[src/rtl/slot_pkg.sv]
// ---------------------------------------------------------------------------
// slot_pkg
// Definitions shared by the reel start sequencer and the per-reel spin
// counters: the sequencer state encoding and the default reel count and
// inter-reel start delay of the standard three-reel cabinet.
// No ports (package).
// ---------------------------------------------------------------------------
package slot_pkg;

  typedef enum logic {
    IDLE = 1'b0,
    RUN  = 1'b1
  } state_t;

  localparam int REEL_COUNT  = 3;
  localparam int START_DELAY = 7;

endpackage

[src/rtl/reel_start_sequencer_interval_counter.sv]
// ---------------------------------------------------------------------------
// interval_counter
// Spacing counter for the reel start sequencer. Loading forces the count to
// 1 (the cycle of a reel pulse counts as the first cycle of the interval);
// the count then advances while enabled. o_term is high while the count
// equals DELAY, i.e. in the last cycle before the next pulse is due. The
// owner never enables counting past DELAY, so the count never wraps.
//
// Ports:
//   clock   in   system clock, rising edge
//   reset   in   asynchronous active-low reset (count cleared to 0)
//   i_load  in   load count with 1 (has priority over i_en)
//   i_en    in   advance count by one
//   o_term  out  count == DELAY
// ---------------------------------------------------------------------------
module interval_counter
  import slot_pkg::*;
#(
  parameter int DELAY = START_DELAY
) (
  input  logic clock,
  input  logic reset,
  input  logic i_load,
  input  logic i_en,
  output logic o_term
);

  localparam int CW = $clog2(DELAY + 1);

  logic [CW-1:0] r_cnt;

  always_ff @(posedge clock or negedge reset) begin
    if (!reset) begin
      r_cnt <= '0;
    end else if (i_load) begin
      r_cnt <= CW'(1);
    end else if (i_en) begin
      r_cnt <= r_cnt + CW'(1);
    end
  end

  assign o_term = (r_cnt == CW'(DELAY));

endmodule

[src/rtl/reel_start_sequencer.sv]
// ---------------------------------------------------------------------------
// reel_start_sequencer
// Staggers the start of NUM_REELS slot reels after a single start request.
// On an accepted start the enable mask is latched and every enabled reel,
// lowest index first, receives a one-cycle start pulse; consecutive pulses
// are DELAY clocks apart and disabled reels are skipped without using a
// delay slot. done pulses together with the last reel pulse (or alone, one
// cycle after the start, when the mask is empty). abort cancels a running
// sequence and wins over a simultaneous start. With RETRIGGER=1 a start
// while busy restarts the sequence from the newly latched mask.
// All outputs come straight from registers.
//
// Ports:
//   clock       in   system clock, rising edge
//   reset       in   asynchronous active-low reset
//   start       in   start request (level, sampled every edge)
//   abort       in   synchronous cancel of a running sequence
//   reel_en     in   per-reel enable mask, bit 0 = first reel
//   reel_start  out  one-hot one-cycle start pulse per reel
//   busy        out  sequence in progress
//   done        out  one-cycle completion pulse
// ---------------------------------------------------------------------------
module reel_start_sequencer
  import slot_pkg::*;
#(
  parameter int NUM_REELS = REEL_COUNT,
  parameter int DELAY     = START_DELAY,
  parameter int RETRIGGER = 0
) (
  input  logic                 clock,
  input  logic                 reset,
  input  logic                 start,
  input  logic                 abort,
  input  logic [NUM_REELS-1:0] reel_en,
  output logic [NUM_REELS-1:0] reel_start,
  output logic                 busy,
  output logic                 done
);

  localparam int IW = (NUM_REELS > 1) ? $clog2(NUM_REELS) : 1;

  state_t               r_state;
  state_t               w_state_nxt;
  logic [NUM_REELS-1:0] r_mask;
  logic [NUM_REELS-1:0] w_mask_nxt;
  logic [IW-1:0]        r_idx;
  logic [IW-1:0]        w_idx_nxt;
  logic [NUM_REELS-1:0] r_reel_start;
  logic [NUM_REELS-1:0] w_reel_start_nxt;
  logic                 r_done;
  logic                 w_done_nxt;

  logic                 w_cnt_load;
  logic                 w_cnt_en;
  logic                 w_cnt_term;

  logic                 w_accept;
  logic                 w_first_found;
  logic                 w_first_last;
  logic [IW-1:0]        w_first_idx;
  logic                 w_next_found;
  logic                 w_next_last;
  logic [IW-1:0]        w_next_idx;

  interval_counter #(
    .DELAY (DELAY)
  ) u_interval (
    .clock  (clock),
    .reset  (reset),
    .i_load (w_cnt_load),
    .i_en   (w_cnt_en),
    .o_term (w_cnt_term)
  );

  // Lowest enabled reel of the incoming mask, and whether it is also the
  // highest one (a single-reel sequence finishes in its first pulse cycle).
  always_comb begin
    w_first_found = 1'b0;
    w_first_idx   = '0;
    for (int i = NUM_REELS - 1; i >= 0; i--) begin
      if (reel_en[i]) begin
        w_first_found = 1'b1;
        w_first_idx   = IW'(i);
      end
    end
    w_first_last = w_first_found;
    for (int i = 0; i < NUM_REELS; i++) begin
      if (reel_en[i] && (i > int'(w_first_idx))) begin
        w_first_last = 1'b0;
      end
    end
  end

  // Next enabled reel strictly above the one that pulsed last, searched in
  // the latched mask so reel_en changes mid-sequence have no effect.
  always_comb begin
    w_next_found = 1'b0;
    w_next_idx   = '0;
    for (int i = NUM_REELS - 1; i >= 0; i--) begin
      if (r_mask[i] && (i > int'(r_idx))) begin
        w_next_found = 1'b1;
        w_next_idx   = IW'(i);
      end
    end
    w_next_last = w_next_found;
    for (int i = 0; i < NUM_REELS; i++) begin
      if (r_mask[i] && (i > int'(w_next_idx))) begin
        w_next_last = 1'b0;
      end
    end
  end

  assign w_accept = start && !abort &&
                    ((r_state == IDLE) || (RETRIGGER != 0));

  always_comb begin
    w_state_nxt      = r_state;
    w_mask_nxt       = r_mask;
    w_idx_nxt        = r_idx;
    w_reel_start_nxt = '0;
    w_done_nxt       = 1'b0;
    w_cnt_load       = 1'b0;
    w_cnt_en         = 1'b0;

    if ((r_state == RUN) && abort) begin
      w_state_nxt = IDLE;
    end else if (w_accept) begin
      w_mask_nxt = reel_en;
      if (w_first_found) begin
        w_reel_start_nxt = NUM_REELS'(1) << w_first_idx;
        w_idx_nxt        = w_first_idx;
        w_cnt_load       = 1'b1;
        if (w_first_last) begin
          w_done_nxt  = 1'b1;
          w_state_nxt = IDLE;
        end else begin
          w_state_nxt = RUN;
        end
      end else begin
        // Empty mask: nothing to start, report completion at once.
        w_done_nxt  = 1'b1;
        w_state_nxt = IDLE;
      end
    end else if (r_state == RUN) begin
      if (w_cnt_term) begin
        if (w_next_found) begin
          w_reel_start_nxt = NUM_REELS'(1) << w_next_idx;
          w_idx_nxt        = w_next_idx;
          w_cnt_load       = 1'b1;
          if (w_next_last) begin
            w_done_nxt  = 1'b1;
            w_state_nxt = IDLE;
          end
        end else begin
          // Unreachable while RUN always has a reel pending; recover cleanly.
          w_done_nxt  = 1'b1;
          w_state_nxt = IDLE;
        end
      end else begin
        w_cnt_en = 1'b1;
      end
    end
  end

  always_ff @(posedge clock or negedge reset) begin
    if (!reset) begin
      r_state      <= IDLE;
      r_mask       <= '0;
      r_idx        <= '0;
      r_reel_start <= '0;
      r_done       <= 1'b0;
    end else begin
      r_state      <= w_state_nxt;
      r_mask       <= w_mask_nxt;
      r_idx        <= w_idx_nxt;
      r_reel_start <= w_reel_start_nxt;
      r_done       <= w_done_nxt;
    end
  end

  assign reel_start = r_reel_start;
  assign busy       = (r_state == RUN);
  assign done       = r_done;

endmodule

[config.mk]
export PLATFORM = sky130hd
export DESIGN_NAME = reel_start_sequencer
export DESIGN_NICKNAME = d
export VERILOG_FILES = /design/src/rtl/slot_pkg.sv /design/src/rtl/reel_start_sequencer_interval_counter.sv /design/src/rtl/reel_start_sequencer.sv
export SDC_FILE = /design/constraint.sdc
export NUM_CORES = 1
export LEC_CHECK = 0
export ABC_AREA = 1
export CAP_MARGIN = 30
export CORE_MARGIN = 2
export CORE_UTILIZATION = 35
export CTS_BUF_LIST = sky130_fd_sc_hd__clkbuf_4
export DETAILED_ROUTE_END_ITERATION = 12
export DONT_BUFFER_PORTS = 1
export SYNTH_ARGS = -nofsm -noshare
export SYNTH_HDL_FRONTEND = slang
export SYNTH_HIERARCHICAL = 1
export SYNTH_SLANG_ARGS = --single-unit
[constraint.sdc]
create_clock -name clock -period 1.5 [get_ports clock]
set_clock_uncertainty 0.15 [all_clocks]
set_input_delay 0.3 -clock clock [delete_from_list [all_inputs] [get_ports clock]]
set_output_delay 0.3 -clock clock [all_outputs]
set_load 0.01 [all_outputs]
==> results.cfg, run 1 <==
[power]
leakage_nw = 0.436
peakVddDrop_uv = 499
combPwrFrac_pct = 29.5
p_clk_share_pct = 21.3
netSwitchingFraction_pct = 31.5
p_per_area_nw_per_um2 = 1160
intPower_mw = 0.608
switchingPower_mw = 0.280
p_seq_share_pct = 49.2

[critical_path]
setup.worst_path.class = reg2reg
worstPathRequired_ns = 1.51
end_kind = register
rrSetupSlack_ns = -0.06
cp_max_fo = 5
startpoint_type = register
arrival_ns = 1.56

[logic_synthesis]
synth_area_leader_cell = dfrtp_1
synth.area.top_cells = dfrtp_1, nand2_1, inv_1
synth_top_cell_area_share_pct = 49.6
synth_seq_area_share_pct = 49.6
syn-mean-instance-area_um2 = 7.48
synth_nets = 90
syn_area_um2 = 606
ys_types = 14
yosys_warnings = 6
ys_ff_latch = 12
syn-instance-count = 81

[die]
die_area_um2 = 2080
io_pins = 12
num_rows = 15
die_w_um = 45.6
core_area_um2 = 1670
die_h_um = 45.6
initial_core_util_pct = 36.3

[run_status]
status = complete, but fails checks
violations = negative setup slack

[timing]
fin_crit_sh_pct = 104
tightest_slew_ns = 0.528
drv_slew = 0
hold_slack_ns = 0.0287
rsz0062_at_grt = yes
fmax_ghz = 0.643
setup_slack_ns = -0.0562
finalSetupViolCount = 5
slew_headroom_pct = 64.7
hold_viol = 0
fin_crit_ns = 1.56

[layout]
antennaDiodeCount = 0
final_common_cell = nand2_1
nNetsFinal = 105
fill_cells = 158
drive_gt1_share_pct = 26.6
layout_common_cells = nand2_1, dfrtp_1, inv_1, buf_4, nand3_1
seqCellArea_um2 = 300
area_growth_pct = 26.9
multi_input_area_um2 = 288

[clock_network]
cts_htree_levels = 1
tritoncts = done
cts_num_sinks = 12
cts_made_buffers = 3
cts-root-buf = clkbuf_4
cts.clk_slew.worst_paths_ns = 0.07
clock_latency_ns = 0.27
ctsLongestPathBuffers = 2

[routing]
first_pass_iters = 4
wl_um = 1150
avgRoutedWirePerCell_um = 10.3
antenna_left = 0
via_per_inst = 4.86
drt_iter0_markers = 8
vias = 539
drc_errors = 0

[global_route]
antenna_found_initial = 0
grt_pass1_vias = 469
overflow = 0
met2_usage_pct = 18.9
top_usage_layer = met2
grt_max_degree = 13
use_met1_pct = 15.0
grtUsageMet3_pct = 4.76
grt_usage_pct = 12.5
grt_pass1_wl_um = 1810

[run]
maxCapViolCount = 0

[hold_path]
min_path_type = in2reg

[placement]
portBuffers = 0
place_ws_ns = -0.102
hpwl_um = 878
gp_congestion = 0.775
==> registers in the layout, indices dropped and copies added (netlist names) <==
register / cells
reel_start: 3
u_interval/r_cnt: 3
r_idx: 2
r_mask: 2
busy: 1
done: 1
==> synth_stat cells <==
cell,number
clkinv_1,1
nor2_1,7
nand3_1,8
nand4_1,1
ha_1,2
o21ai_1,2
a21oi_1,3
nand3b_1,1
inv_1,13
inv_2,1
nor2_2,1
nand2_1,26
dfrtp_1,12
o21ai_0,3
==> through the flow <==
step                      instances  TNS, ns  power, mW  area [µm²]  util, %
after floorplan                  81        0      0.565         608        -
after global placement          104   -0.208      0.626         674     40.4
after detailed placement        104   -0.325      0.635         674     40.4
after CTS                       109   -0.165      0.885         739     44.3
after global routing            111   -0.622      0.961         768     46.0
final                           111   -0.127      0.888         768     46.0
==> cell families after synthesis <==
kind of cell	after synthesis	share of synthesized area, %
buffers and inverters	15	9.30
adders and majority gates	2	4.13
DFF	12	49.6
and+or+nand+nor	44	30.4
AOI/OAI and AO/OA	8	6.61
==> worst paths after layout <==
path	from	end	cells after the start
max	u_interval/r_cnt[1]$_DFFE_PN0P_	u_interval/r_cnt[0]$_DFFE_PN0P_	9
min	reel_en[0]	reel_start[0]$_DFF_PN0_	2
min in group asynchronous	reset	done$_DFF_PN0_	1
max in group asynchronous	reset	reel_start[1]$_DFF_PN0_	1
max reg2reg	u_interval/r_cnt[1]$_DFFE_PN0P_	u_interval/r_cnt[0]$_DFFE_PN0P_	9
min reg2reg	r_idx[0]$_DFFE_PN0P_	r_idx[0]$_DFFE_PN0P_	2
==> power by group through the flow <==
| stage | clock network (mW) | logic, mW | registers, mW |
|---|---|---|---|
| detailed placement | 0 | 0.201 | 0.434 |
| CTS | 0.199 | 0.251 | 0.434 |
| finish | 0.189 | 0.262 | 0.437 |
| global placement | 0 | 0.193 | 0.433 |
| global route | 0.218 | 0.300 | 0.444 |
| floorplan | 0 | 0.138 | 0.428 |
==> worst max-delay path: stages, from the launching register on <==
cell and delay (ns):
dfrtp_1 0.39, ha_2 0.20, ha_4 0.16, inv_2 0.04, nand2_2 0.04, buf_4 0.14
nor2_4 0.13, inv_1 0.06, nand2_1 0.07, nand3_2 0.07
==> area by class of cell <==
| class | count | share of cell area (%) |
|---|---|---|
| flip-flops and latches | 12 | 39.1 |
| repair buffers | 10 | 10.4 |
| multi-input cells | 54 | 37.5 |
| well taps | 17 | 2.77 |
| clock buffers | 3 | 2.93 |
| inverters | 15 | 7.33 |
==> layer usage <==
metal | up-vias | share of wire (%)
met5 | - | 0
met4 | 0 | 2.3
met3 | 5 | 7.2
met2 | 21 | 45
met1 | 237 | 45
li1 | 276 | -
==> what timing repair did <==
action | in CTS | in global routing
hold endpoints to repair | 12 | 1
setup endpoints to repair | 5 | 7
gates cloned | 0 | 0
gates resized for setup | 9 | 4
hold buffers | 1 | 1
pin swaps | 6 | 1
buffers inserted | 1 | 1
No activity file was read; power rests on OpenSTA's default activity.
==> run 2, diff against run 1 <==
GPL_TIMING_DRIVEN = 0   (was not set)
SKIP_CTS_REPAIR_TIMING = 1   (was not set)
==> run 2 against run 1 <==
Against the previous run:
- sequential share of layout area grew 2.7 points
- the run still ends with negative setup slack left
- core utilization is 2.9 points lower
- largest cell class unchanged
- hold slack got worse by 0.027 ns
- sequential power about the same
- non-clock buffer count fell by 6
- clock power is 3% higher
==> results.cfg, run 2 (synthesized netlist as in run 1, its figures left out) <==
[timing]
fmax_ghz = 0.640
fin_crit_ns = 1.56
finalSetupViolCount = 5
slew_headroom_pct = 64.3
hold_viol = 0
tns_ns = -0.268
rsz0062_at_grt = yes
hold_slack_ns = 0.00179
tightest_slew_ns = 0.534
drv_slew = 0
setup_slack_ns = -0.0616
fin_crit_sh_pct = 104

[die]
num_rows = 15
die_h_um = 45.6
die_w_um = 45.6
initial_core_util_pct = 36.3
io_pins = 12
core_area_um2 = 1670
die_area_um2 = 2080

[critical_path]
setup.worst_path.class = reg2reg
end_kind = register
slowest_delay_ns = 0.40
regToRegStartpoint = u_interval/r_cnt[0]$_DFFE_PN0P_
arrival_ns = 1.57
startpoint = u_interval/r_cnt[0]$_DFFE_PN0P_
worstRegToRegCells = 8
startpoint_type = register
path_cells = ha_2, ha_4, inv_2, nand2_2, nor2_2, inv_1, nand2_1, nand3_1
cp_max_fo = 5
crit_slowest_cell = dfrtp_1
worstPathRequired_ns = 1.51

[clock_network]
cts.clk_slew.worst_paths_ns = 0.07
cts_htree_levels = 1
ctsLongestPathBuffers = 2
clock_latency_ns = 0.27
cts_num_sinks = 12
cts-root-buf = clkbuf_4
tritoncts = done
cts_made_buffers = 3

[layout]
nNetsFinal = 99
multi_input_area_um2 = 287
final_common_cell = nand2_1
final_cell_area_um2 = 719
area_growth_pct = 18.8
seqCellArea_um2 = 300
fill_cells = 171
antennaDiodeCount = 0
layout_common_cells = nand2_1, dfrtp_1, inv_1, nand3_1
layout.cells.non_filler = 105
drive_gt1_share_pct = 22.7

[power]
p_per_area_nw_per_um2 = 1230
peakVddDrop_uv = 379
switchingPower_mw = 0.290
leakage_nw = 0.400
combPwrFrac_pct = 28.1
p_seq_share_pct = 49.9
intPower_mw = 0.592
p_clk_share_pct = 22.1
netSwitchingFraction_pct = 32.9

[routing]
wl_um = 1250
vias = 533
via_per_inst = 5.08
drc_errors = 0
drt_iter0_markers = 12
first_pass_iters = 4
antenna_left = 0
avgRoutedWirePerCell_um = 11.9

[hold_path]
whs_path_depth = 2
min_path_type = in2reg
min_from = reel_en[2]

[placement]
hpwl_um = 879
gp_congestion = 0.750
dp.cells = 98
place_area_um2 = 629
portBuffers = 0

[global_route]
antenna_found_initial = 0
grt_usage_pct = 12.1
grt_pass1_vias = 424
grt_max_degree = 13
grt_pass1_wl_um = 1680
overflow = 0

[run_status]
status = complete, but fails checks
violations = negative setup slack

[run]
maxCapViolCount = 0
==> run 2: cell types whose count changed in the layout (fill, tap and decap cells not counted) <==
cell and delta:
nor2_2 +2, nor2_4 -1, inv_2 -1, buf_4 -5, o21ai_2 -1, nand3_2 +1
dlygate4sd3_1 -1, nand3_1 -1, clkinv_1 +1, o21ai_1 +1, nor2_1 -1
==> run 2: cell type report <==
type / instances / share of cell area (%)
inverters: 15 / 7.83
clock buffers: 3 / 3.13
well taps: 17 / 2.96
flip-flops and latches: 12 / 41.7
repair buffers: 4 / 4.52
multi-input cells: 54 / 39.8
==> run 2: per-layer routing <==
layer  GRT usage (%)  routed length [µm]  up-vias
met4            12.4                  51        0
li1                -                   -      267
met3            3.17                  77        5
met2            17.5                 595       16
met1            13.9                 529      245
met5               0                   0        -
==> run 2: power by group through the flow <==
stage / registers, mW / logic [mW] / clock network (mW)
final: 0.440 / 0.248 / 0.194
after global routing: 0.448 / 0.283 / 0.210
after CTS: 0.434 / 0.165 / 0.202
after detailed placement: 0.440 / 0.164 / 0
after global placement: 0.437 / 0.155 / 0
after floorplan: 0.428 / 0.138 / 0
==> run 2: critical path, delay by kind of cell, from the launching register on <==
family,cells,cell delay [ns]
adders and majority gates,2,0.36
buffers and inverters,2,0.12
DFF,1,0.40
and+or+nand+nor,4,0.42
==> run 2: final timing paths <==
| check | end | slack, ns |
|---|---|---|
| setup / recovery | u_interval/r_cnt[0]$_DFFE_PN0P_ | -0.06 |
| hold / removal | r_mask[2]$_DFFE_PN0P_ | 0.002 |
| hold reg to reg | r_idx[0]$_DFFE_PN0P_ | 0.33 |
| max in group asynchronous | reel_start[0]$_DFF_PN0_ | 0.55 |
| min in group asynchronous | reel_start[1]$_DFF_PN0_ | 0.29 |
| setup reg to reg | u_interval/r_cnt[0]$_DFFE_PN0P_ | -0.06 |
==> run 2: through the flow <==
step	power [mW]	setup slack [ns]	util, %
after floorplan	0.565	0.0147	-
after global placement	0.592	-0.121	37.7
after detailed placement	0.604	-0.143	37.7
after CTS	0.801	-0.161	39.0
after global routing	0.941	-0.168	43.1
final	0.882	-0.0616	43.1
==> run 3, diff against run 2 <==
CTS_CLUSTER_SIZE = 16   (was not set)
==> results of run 3 <==
No change in the layout: final DEF, timing and power equal those of run 2.
